## config.mk

```make
export PLATFORM = sky130hd
export DESIGN_NAME = spi_register_target
export DESIGN_NICKNAME = d
export VERILOG_FILES = /design/src/rtl/spi_pkg.sv /design/src/rtl/spi_register.sv /design/src/rtl/spi_register_target.sv
export SDC_FILE = /design/constraint.sdc
export NUM_CORES = 1
export LEC_CHECK = 0
export CAP_MARGIN = 20
export CORE_MARGIN = 5
export CORE_UTILIZATION = 30
export DETAILED_ROUTE_END_ITERATION = 10
export PLACE_DENSITY_LB_ADDON = 0.3
export SLEW_MARGIN = 20
export SYNTH_ARGS = -nofsm -noshare
export SYNTH_HDL_FRONTEND = slang
export SYNTH_SLANG_ARGS = --single-unit
```

## constraint.sdc

```tcl
create_clock -name clock_in -period 2.9 [get_ports clock_in]
set_clock_uncertainty 0.1 [all_clocks]
set_input_delay 0.87 -clock clock_in [delete_from_list [all_inputs] [get_ports clock_in]]
set_output_delay 0.87 -clock clock_in [all_outputs]
set_load 0.1 [all_outputs]
```

## src/rtl/spi_pkg.sv

```systemverilog
// Shared constants for the SPI register target: byte framing, synchroniser
// depth and the default chip-ID address/value pairs.
package spi_pkg;

    localparam int BYTE_W     = 8;
    localparam int SYNC_DEPTH = 2;
    localparam int BIT_CNT_W  = $clog2(BYTE_W);

    // Bit counter value reached when the last bit of a byte is handled.
    localparam logic [BIT_CNT_W-1:0] LAST_BIT = BIT_CNT_W'(BYTE_W - 1);

    typedef logic [BYTE_W-1:0] spi_byte_t;

    localparam spi_byte_t DEF_CHIP_ID_1_ADDRESS = 8'hDB;
    localparam spi_byte_t DEF_CHIP_ID_1_VALUE   = 8'h81;
    localparam spi_byte_t DEF_CHIP_ID_2_ADDRESS = 8'hF4;
    localparam spi_byte_t DEF_CHIP_ID_2_VALUE   = 8'h27;

endpackage

```

## src/rtl/spi_register.sv

```systemverilog
// Read-only register: answers with a fixed byte while the current opcode
// addresses it. Outputs are registered, so the answer trails the opcode by
// one cycle.
module spi_register
    import spi_pkg::*;
#(
    parameter spi_byte_t REGISTER_ADDRESS = DEF_CHIP_ID_1_ADDRESS,
    parameter spi_byte_t REGISTER_VALUE   = DEF_CHIP_ID_1_VALUE
) (
    input  logic              clock_in,
    input  logic              reset_in,
    input  logic [BYTE_W-1:0] opcode_in,
    input  logic              opcode_valid_in,
    output logic [BYTE_W-1:0] response_out,
    output logic              response_valid_out
);

    logic [BYTE_W-1:0] r_response;
    logic              r_response_valid;

    // Present the register value only while our address is the live opcode.
    always_ff @(posedge clock_in) begin
        if (reset_in) begin
            r_response       <= '0;
            r_response_valid <= 1'b0;
        end else if (opcode_valid_in && (opcode_in == REGISTER_ADDRESS)) begin
            r_response       <= REGISTER_VALUE;
            r_response_valid <= 1'b1;
        end else begin
            r_response       <= '0;
            r_response_valid <= 1'b0;
        end
    end

    assign response_out       = r_response;
    assign response_valid_out = r_response_valid;

endmodule

```

## src/rtl/spi_register_target.sv

```systemverilog
// SPI mode-0 target front-end. Deserialises an opcode byte followed by
// operand bytes and returns one response byte per operand byte on MISO.
//
// Valid semantics (no back-pressure on this side):
//   opcode_valid_out  - level, high from opcode completion until select is
//                       seen high; opcode_out is stable while it is high.
//   operand_valid_out - exactly one cycle per completed operand byte;
//                       operand_out holds that byte until the next one.
//   response_valid_in - level, sampled continuously; qualifies response_in
//                       for the current opcode.
module spi_register_target
    import spi_pkg::*;
#(
    parameter spi_byte_t CHIP_ID_1_ADDRESS = DEF_CHIP_ID_1_ADDRESS,
    parameter spi_byte_t CHIP_ID_1_VALUE   = DEF_CHIP_ID_1_VALUE,
    parameter spi_byte_t CHIP_ID_2_ADDRESS = DEF_CHIP_ID_2_ADDRESS,
    parameter spi_byte_t CHIP_ID_2_VALUE   = DEF_CHIP_ID_2_VALUE
) (
    input  logic              clock_in,
    input  logic              reset_in,
    input  logic              spi_select_in,
    input  logic              spi_clock_in,
    input  logic              spi_data_in,
    output logic              spi_data_out,
    output logic [BYTE_W-1:0] opcode_out,
    output logic              opcode_valid_out,
    output logic [BYTE_W-1:0] operand_out,
    output logic              operand_valid_out,
    input  logic [BYTE_W-1:0] response_in,
    input  logic              response_valid_in
);

    // Synchronisers and SCLK edge detection.
    logic [SYNC_DEPTH-1:0] r_sel_sync;
    logic [SYNC_DEPTH-1:0] r_sclk_sync;
    logic [SYNC_DEPTH-1:0] r_mosi_sync;
    logic                  r_sclk_prev;
    logic                  w_sel_high;
    logic                  w_sclk;
    logic                  w_mosi;
    logic                  w_sclk_rise;
    logic                  w_sclk_fall;

    // Framing state. r_armed stays low after reset until select has been
    // seen high, so a transaction observed only in part is never decoded.
    logic                  r_armed;
    logic                  r_past_opcode;
    logic [BIT_CNT_W-1:0]  r_rise_cnt;
    logic [BIT_CNT_W-1:0]  r_fall_cnt;
    // Only the first seven bits need storing; the eighth arrives live.
    logic [BYTE_W-2:0]     r_shift_in;
    // Bit 7 of a response goes straight to MISO, the rest wait here.
    logic [BYTE_W-2:0]     r_shift_out;
    logic [BYTE_W-1:0]     w_byte_next;

    logic [BYTE_W-1:0]     r_opcode;
    logic                  r_opcode_valid;
    logic [BYTE_W-1:0]     r_operand;
    logic                  r_operand_valid;
    logic                  r_miso;

    // Response sources.
    logic [BYTE_W-1:0]     w_id1_resp;
    logic                  w_id1_valid;
    logic [BYTE_W-1:0]     w_id2_resp;
    logic                  w_id2_valid;
    logic [BYTE_W-1:0]     w_resp;

    // Bring the asynchronous SPI pins into the clock_in domain.
    always_ff @(posedge clock_in) begin
        if (reset_in) begin
            r_sel_sync  <= '0;
            r_sclk_sync <= '0;
            r_mosi_sync <= '0;
            r_sclk_prev <= 1'b0;
        end else begin
            r_sel_sync  <= {r_sel_sync[SYNC_DEPTH-2:0], spi_select_in};
            r_sclk_sync <= {r_sclk_sync[SYNC_DEPTH-2:0], spi_clock_in};
            r_mosi_sync <= {r_mosi_sync[SYNC_DEPTH-2:0], spi_data_in};
            r_sclk_prev <= w_sclk;
        end
    end

    assign w_sel_high  = r_sel_sync[SYNC_DEPTH-1];
    assign w_sclk      = r_sclk_sync[SYNC_DEPTH-1];
    assign w_mosi      = r_mosi_sync[SYNC_DEPTH-1];
    assign w_sclk_rise = w_sclk & ~r_sclk_prev;
    assign w_sclk_fall = ~w_sclk & r_sclk_prev;
    assign w_byte_next = {r_shift_in, w_mosi};

    // Shift MOSI in on rising edges, MISO out on falling edges, frame bytes.
    always_ff @(posedge clock_in) begin
        if (reset_in) begin
            r_armed         <= 1'b0;
            r_past_opcode   <= 1'b0;
            r_rise_cnt      <= '0;
            r_fall_cnt      <= '0;
            r_shift_in      <= '0;
            r_shift_out     <= '0;
            r_opcode        <= '0;
            r_opcode_valid  <= 1'b0;
            r_operand       <= '0;
            r_operand_valid <= 1'b0;
            r_miso          <= 1'b0;
        end else if (w_sel_high) begin
            // Idle: a byte finishing in this same cycle is dropped too.
            r_armed         <= 1'b1;
            r_past_opcode   <= 1'b0;
            r_rise_cnt      <= '0;
            r_fall_cnt      <= '0;
            r_shift_in      <= '0;
            r_shift_out     <= '0;
            r_opcode_valid  <= 1'b0;
            r_operand_valid <= 1'b0;
            r_miso          <= 1'b0;
        end else if (!r_armed) begin
            r_operand_valid <= 1'b0;
        end else begin
            r_operand_valid <= 1'b0;
            if (w_sclk_rise) begin
                r_shift_in <= w_byte_next[BYTE_W-2:0];
                r_rise_cnt <= r_rise_cnt + 1'b1;
                if (r_rise_cnt == LAST_BIT) begin
                    if (!r_past_opcode) begin
                        r_opcode       <= w_byte_next;
                        r_opcode_valid <= 1'b1;
                        r_past_opcode  <= 1'b1;
                    end else begin
                        r_operand       <= w_byte_next;
                        r_operand_valid <= 1'b1;
                    end
                end
            end
            if (w_sclk_fall) begin
                r_fall_cnt <= r_fall_cnt + 1'b1;
                if (r_fall_cnt == LAST_BIT) begin
                    // Byte boundary: load the next response byte.
                    r_miso      <= w_resp[BYTE_W-1];
                    r_shift_out <= w_resp[BYTE_W-2:0];
                end else begin
                    r_miso      <= r_shift_out[BYTE_W-2];
                    r_shift_out <= {r_shift_out[BYTE_W-3:0], 1'b0};
                end
            end
        end
    end

    spi_register #(
        .REGISTER_ADDRESS (CHIP_ID_1_ADDRESS),
        .REGISTER_VALUE   (CHIP_ID_1_VALUE)
    ) u_chip_id_1 (
        .clock_in           (clock_in),
        .reset_in           (reset_in),
        .opcode_in          (r_opcode),
        .opcode_valid_in    (r_opcode_valid),
        .response_out       (w_id1_resp),
        .response_valid_out (w_id1_valid)
    );

    spi_register #(
        .REGISTER_ADDRESS (CHIP_ID_2_ADDRESS),
        .REGISTER_VALUE   (CHIP_ID_2_VALUE)
    ) u_chip_id_2 (
        .clock_in           (clock_in),
        .reset_in           (reset_in),
        .opcode_in          (r_opcode),
        .opcode_valid_in    (r_opcode_valid),
        .response_out       (w_id2_resp),
        .response_valid_out (w_id2_valid)
    );

    // Pick the response byte: chip ID 1, chip ID 2, external, else zero.
    always_comb begin
        w_resp = '0;
        if (w_id1_valid) begin
            w_resp = w_id1_resp;
        end else if (w_id2_valid) begin
            w_resp = w_id2_resp;
        end else if (response_valid_in) begin
            w_resp = response_in;
        end
    end

    assign spi_data_out      = r_miso;
    assign opcode_out        = r_opcode;
    assign opcode_valid_out  = r_opcode_valid;
    assign operand_out       = r_operand;
    assign operand_valid_out = r_operand_valid;

endmodule

```

==> results.sh <==
export IMPL_status="completed"
export IMPL_cp_slowest_cell="sky130_fd_sc_hd__clkdlybuf4s50_1"
export IMPL_critical_path_max_stage_delay_ns=0.57
export IMPL_synth_ff_type="sky130_fd_sc_hd__dfxtp_1"
export IMPL_post_route_cells_drive_above_1_share_pct=15.3
export IMPL_drt_iter0_drc=51
export IMPL_ctsHtreeMaxLevel=2
export IMPL_floorplan_rows=30
export IMPL_startpoint_type="input port"
export IMPL_wl_met2_microns=1870
export IMPL_clk_transition_reported_paths_ns=0.09
export IMPL_critical_path_buf_inv_count=2
export IMPL_wirelength_met1_microns=2140
export IMPL_drt_pass1_iterations=4
export IMPL_detailedPlacementHpwl_microns=3030
export IMPL_holdCritPathClass="register to register"
export IMPL_avgViaCountPerCell=4.68
export IMPL_number_of_cells_on_the_worst_reg_to_reg_path=5
export IMPL_final_routed_wirelength_microns=4210
export IMPL_place_ws_ns=0.515
export IMPL_slew_limit_headroom_pct=50.4
export IMPL_detail_route_antenna_nets=0
export IMPL_worst_ep_arrival_time_ns=2.14
export IMPL_yosysMostFrequentCell="sky130_fd_sc_hd__dfxtp_1"
export IMPL_drc=0
export IMPL_die_y_microns=92.0
export IMPL_postCtsSetupRepairBufs=0
export IMPL_yosysTopAreaCellShare_pct=49.6
export IMPL_wire_per_inst_microns=13.3
export IMPL_slew_viol_final=0
export IMPL_io_pin_count=33
export IMPL_fin_nets=252
export IMPL_layout_core_utilization_pct=36.8
export IMPL_core_region_area_sq_mm=0.00668
export IMPL_tightest_slew_ns=0.742
export IMPL_regToRegStartpoint="r_rise_cnt[0]"
export IMPL_vdd_ir_drop_worst_v=0.000239
export IMPL_critical_path_endpoint="r_shift_in[2]"
export IMPL_die_area_sq_mm=0.00847
export IMPL_dieWidth_microns=92.0
export IMPL_timing_final_hold_violations=0
export IMPL_growth_of_design_area_from_synthesis_to_finish_pct=21.6
export IMPL_synthArstFlopShare_pct=0
export IMPL_critPathCaptureType="register"
export IMPL_synth_top_cells_by_area="sky130_fd_sc_hd__dfxtp_1, sky130_fd_sc_hd__mux2i_1, sky130_fd_sc_hd__nand2b_1, sky130_fd_sc_hd__o21ai_0, sky130_fd_sc_hd__nor2b_1"
export IMPL_cts_made_buffers=5
export IMPL_postCtsHoldBufs=0
export IMPL_tritoncts_num_sinks=50
export IMPL_synth_cell_type_count=37
export IMPL_regArea_sq_mm=0.00100
export IMPL_rsz0062_at_grt="no"
export IMPL_grt_pass1_wl_microns=7040
export IMPL_critical_path_depth=4
export IMPL_synth_avg_cell_area_sq_um=9.95
export IMPL_required_ns=3.00
export IMPL_global_route_overflow_total=0
export IMPL_setup_viol=0
export IMPL_yosys_warnings=0
export IMPL_post_cts_resized=0
export IMPL_route_vias_total=1473
export IMPL_mappedNetlistNets=221
export IMPL_critPathLaunch="reset_in"
export IMPL_worst_skew_pair_late_latency_ns=0.30
export IMPL_number_of_antenna_violations_at_the_first_check_in_global_routing=0
export IMPL_critical_path_cell_chain="clkdlybuf4s50_1, or2_0, buf_4, nor2_1"
export IMPL_tritoncts_clock_tree="built"
export IMPL_max_clock_path_buffers=2
export IMPL_layout_filler_cells=695
export IMPL_finalSetupTns_ns=0
export IMPL_grt_usage_pct=10.4
export IMPL_synthDominantAreaCellType="sky130_fd_sc_hd__dfxtp_1"
export IMPL_fin_crit_ns=2.04
export IMPL_port_buffer_count=32
export IMPL_postSynthRegisterBits=50
export IMPL_p_per_cell_area_mw_per_mm2=484
export IMPL_synth_top_cells_by_count="sky130_fd_sc_hd__dfxtp_1, sky130_fd_sc_hd__nor2_1, sky130_fd_sc_hd__o21ai_0"
export IMPL_routed_wl_met3_microns=170
export IMPL_multiInputGateArea_sq_um=955
export IMPL_clock_root_buffer="sky130_fd_sc_hd__clkbuf_8"
export IMPL_final_setup_worst_slack_ns=0.860
export IMPL_grt_max_degree=31
export IMPL_synth_edff_count=0
export IMPL_first_global_vias=1392
export IMPL_cp_top_family="buffers and inverters"
export IMPL_gp_congestion=0.730
export IMPL_drv_cap=0
export IMPL_timing_rr_end="operand_out[0]"
export IMPL_register_to_register_path_setup_slack_ns=1.24
export IMPL_num_antenna_cells=0
export IMPL_synthesis_instances=203
export IMPL_initial_core_util_pct=30.2
export IMPL_critical_path_max_fanout=10
export IMPL_standby_leakage_power_nw=1.03
export IMPL_criticalPathCategory="input port to register"
export IMPL_synth_yosys_seq_area_share_pct=49.6
export IMPL_topRoutingLayerUsed="met4"
export IMPL_power_mw=1.19
export IMPL_netlist_area_sq_mm=0.00202
export IMPL_maxClockFrequency_mhz=490
export IMPL_layout_worst_path_cycle_share_pct=70.3
worst register-to-register path, cell delays in order, from the launching register on:
cell and delay (ns):
sky130_fd_sc_hd__dfxtp_1 0.36, sky130_fd_sc_hd__ha_1 0.16, sky130_fd_sc_hd__ha_1 0.22, sky130_fd_sc_hd__and4bb_1 0.26, sky130_fd_sc_hd__nand3_1 0.25, sky130_fd_sc_hd__mux2i_1 0.19
cells by family (layout without fill, tap and decap cells):
group                      after synthesis  in the layout  share of synthesized area [%]
and+or+nand+nor                         80             80                           22.7
buffers and inverters                   12             44                           3.16
muxes                                   18             18                           8.92
DFF                                     50             50                           49.6
AOI/OAI and AO/OA                       37             37                           12.3
adders and majority gates                4              4                           2.48
xor gates and xnor gates                 2              2                          0.868
state kept, by name (all words and copies together), names as in the netlist, 2 cells and up:
name	count
r_mosi_sync	2
r_rise_cnt	3
operand_out	8
opcode_out	8
r_fall_cnt	3
r_shift_out	7
r_sclk_sync	2
r_sel_sync	2
r_shift_in	7
where the power goes:
group | total [mW] | internal (mW) | switching, mW
clock | 0.443 | 0.219 | 0.224
combinational | 0.0509 | 0.0286 | 0.0223
sequential | 0.696 | 0.692 | 0.00398
layout by cell type (no fill, tap or decap), types with 2 or more instances in the layout:
cell                              count
sky130_fd_sc_hd__dfxtp_1             50
sky130_fd_sc_hd__nor2_1              24
sky130_fd_sc_hd__buf_4               21
sky130_fd_sc_hd__o21ai_0             20
sky130_fd_sc_hd__nand2b_1            19
sky130_fd_sc_hd__mux2i_1             18
sky130_fd_sc_hd__nor2b_1             15
sky130_fd_sc_hd__clkdlybuf4s50_1     13
sky130_fd_sc_hd__clkbuf_8             7
sky130_fd_sc_hd__a221oi_1             6
sky130_fd_sc_hd__nand2_1              5
sky130_fd_sc_hd__ha_1                 4
sky130_fd_sc_hd__nand3b_1             3
sky130_fd_sc_hd__nand3_1              3
sky130_fd_sc_hd__a21o_1               3
sky130_fd_sc_hd__inv_1                2
sky130_fd_sc_hd__o21a_1               2
sky130_fd_sc_hd__a21oi_1              2
layer usage:
| metal | GRT usage [%] | vias up |
|---|---|---|
| li1 | - | 765 |
| met1 | 14.2 | 681 |
| met2 | 15.8 | 24 |
| met3 | 2.95 | 3 |
| met4 | 3.71 | 0 |
| met5 | 0 | - |
stage by stage:
stage / cell area [sq um] / instances / hold slack (ns)
6_report: 2460 / 315 / 0.343
5_1_grt: 2460 / 315 / 0.367
4_1_cts: 2460 / 315 / 0.350
3_5_place_dp: 2350 / 307 / 0.327
3_3_place_gp: 2350 / 307 / 0.325
2_1_floorplan: 2020 / 203 / 0.314
area by class of cell:
| cell class | count | share of cell area (%) |
|---|---|---|
| Sequential cell | 50 | 40.8 |
| Multi-Input combinational cell | 141 | 38.9 |
| Tap cell | 80 | 4.08 |
| Clock inverter | 1 | 0.357 |
| Clock buffer | 7 | 3.92 |
| Inverter | 2 | 0.306 |
| Timing Repair Buffer | 34 | 11.7 |
how the worst min path moves through the flow:
stage | endpoint | cells after the start | from
after floorplan | r_mosi_sync[1] | 1 | r_mosi_sync[0]
final | r_mosi_sync[1] | 1 | r_mosi_sync[0]
after global placement | r_sclk_sync[1] | 1 | r_sclk_sync[0]
after detailed placement | r_mosi_sync[1] | 1 | r_mosi_sync[0]
after global routing | r_mosi_sync[1] | 1 | r_mosi_sync[0]
after CTS | r_mosi_sync[1] | 1 | r_mosi_sync[0]
(Power assumes the default switching activity.)
==> variant: new RTL, config.mk and constraints unchanged <==
Register the inputs `spi_select_in`, `spi_data_in`, `response_in` and `response_valid_in` before use, cleared by the reset. The logic sees them one clock later.
--- a/src/rtl/spi_register_target.sv
+++ b/src/rtl/spi_register_target.sv
@@ -31,4 +31,23 @@
 );
 
+    logic spi_select_q;
+    logic spi_data_q;
+    logic [BYTE_W-1:0] response_q;
+    logic response_valid_q;
+
+    always_ff @(posedge clock_in) begin
+        if (reset_in) begin
+            spi_select_q     <= '0;
+            spi_data_q       <= '0;
+            response_q       <= '0;
+            response_valid_q <= '0;
+        end else begin
+            spi_select_q     <= spi_select_in;
+            spi_data_q       <= spi_data_in;
+            response_q       <= response_in;
+            response_valid_q <= response_valid_in;
+        end
+    end
+
     // Synchronisers and SCLK edge detection.
     logic [SYNC_DEPTH-1:0] r_sel_sync;
@@ -75,7 +94,7 @@
             r_sclk_prev <= 1'b0;
         end else begin
-            r_sel_sync  <= {r_sel_sync[SYNC_DEPTH-2:0], spi_select_in};
+            r_sel_sync  <= {r_sel_sync[SYNC_DEPTH-2:0], spi_select_q};
             r_sclk_sync <= {r_sclk_sync[SYNC_DEPTH-2:0], spi_clock_in};
-            r_mosi_sync <= {r_mosi_sync[SYNC_DEPTH-2:0], spi_data_in};
+            r_mosi_sync <= {r_mosi_sync[SYNC_DEPTH-2:0], spi_data_q};
             r_sclk_prev <= w_sclk;
         end
@@ -177,6 +196,6 @@
         end else if (w_id2_valid) begin
             w_resp = w_id2_resp;
-        end else if (response_valid_in) begin
-            w_resp = response_in;
+        end else if (response_valid_q) begin
+            w_resp = response_q;
         end
     end
Behaviour: no difference found for any inputs over 10 cycles, from zero or initial values and one cycle with reset_in high; that may be too few to reach the edited logic, so the function may still have changed.
==> variant against the unedited design <==
- total power grew 47%
- cell area grew 17%
- wire length grew 5.4%
- non-clock buffer count is the same
- sequential cell count grew 11
- sequential power grew 23%
- worst setup slack lost 0.0032 ns
- synthesized area grew 14%
- final cell count grew 14%
- die area grew 12%
- maximum frequency shrank 0.16%
==> variant: results (changes against the unedited design) <==
antenna_found_initial: 0  # unchanged
vias: 1584  # +7.5%
route.met3.wl_um: 205  # +21%
dpl.hpwl_mm: 3.01  # -0.64%
place_congestion: 0.744  # +1.9%
synth.area.top_cells: "dfxtp_1 (53%), mux2i_1 (10%), nand2b_1 (6.5%), nor2b_1 (5.7%), nor2_1 (3.8%)"
leakage_nw: 1.21  # +18%
ys_seq_area_share_pct: 53.2  # +3.6 points
clkTransAtPathRegs_ns: 0.07  # -0.02 ns
ir_worst_vdd_uv: 286  # +20%
nets: 271  # +7.5%
drt-vias-per-instance: 4.40  # -5.9%
grt_usage_pct: 10.0  # -0.43 points
cpLargestDelayFamily: "flip-flops"
htree_levels: 3  # +1
crit_arrival_ns: 1.07  # -1.07 ns
top_layer: "met4"
worstPathMaxFanout: 4  # -6
gr-usage-met1_pct: 12.5  # -1.6 points
drt_iter0_markers: 74  # +45%
yosys_warnings: 0  # unchanged
numCtsBuffers: 9  # +4
final_layout_size_suffix_gt1_share_pct: 16.3  # +0.96 points
wl_met1_mm: 2.18  # +1.7%
dp_cells: 344  # +12%
critPathMaxStageDelay_ns: 0.41  # -0.16 ns
clk_latency_ns: 0.34  # +0.04 ns
status: "finished clean"
hold_start: "r_sclk_sync[0]"
use_met2_pct: 14.7  # -1.1 points
synth_cell_types: 33  # -11%
worstReg2RegStart: "r_rise_cnt[0]"
met3_usage_pct: 3.09  # +0.13 points
hold_path_class: "flip-flop to flip-flop"
cp-startpoint: "opcode_out[5]"
synth_common_cells: "dfxtp_1 (61), mux2i_1 (24), nand2b_1 (24)"
placed_area_mm2: 0.00265  # +13%
grt_max_degree: 30  # -3.2%
grt_pass1_wl_mm: 7.52  # +6.8%
synth_nets: 238  # +7.7%
cp_slowest_cell: "dfxtp_1"
wl_met2_mm: 1.94  # +4.2%
worstMarginPinSlew_ns: 0.632  # -0.110 ns
[variant: changes by cell type after synthesis, moves of 3 or more]
cell and change:
mux2i_1 +6, nor2b_1 +6, nand2_1 +3, nor3_1 +6
o21ai_0 -19, buf_2 +3, nand2b_1 +5, dfxtp_1 +11
[variant: final cells by class]
cell class | count | area, µm²
Clock buffer | 9 | 124
Clock inverter | 7 | 98.8
Fill cell | 793 | 4730
Inverter | 2 | 7.51
Multi-Input combinational cell | 145 | 1010
Sequential cell | 61 | 1220
Tap cell | 102 | 128
Timing Repair Buffer | 34 | 288
[variant: kinds of logic after synthesis]
group	Yosys count	share of synthesized area, %
AO/OA/AOI/OAI	19	6.27
XOR/XNOR	2	0.763
adder cells (fa/ha/maj)	4	2.18
buffers and inverters	14	2.89
flip-flops	61	53.2
multiplexers	24	10.5
AND/OR/NAND/NOR	96	24.3
[variant: metrics by stage]
step	hold WS, ns	total power, mW
3_5_place_dp	0.324	0.928
6_report	0.338	1.75
4_1_cts	0.342	1.77
2_1_floorplan	0.314	0.904
5_1_grt	0.360	1.82
3_3_place_gp	0.317	0.927
[variant: worst paths after layout]
kind	to	slack (ns)	cells after the start
setup / recovery	opcode_out[5]	0.86	1
hold / removal	r_sclk_sync[1]	0.34	1
setup reg to reg	operand_out[7]	1.09	5
hold reg to reg	r_sclk_sync[1]	0.34	1
[variant: where the power goes]
part / total [mW] / internal (mW) / switching [mW] / leakage (nW)
registers: 0.856 / 0.850 / 0.00632 / 0.495
clock network: 0.839 / 0.488 / 0.351 / 0.110
logic: 0.0515 / 0.0313 / 0.0201 / 0.604
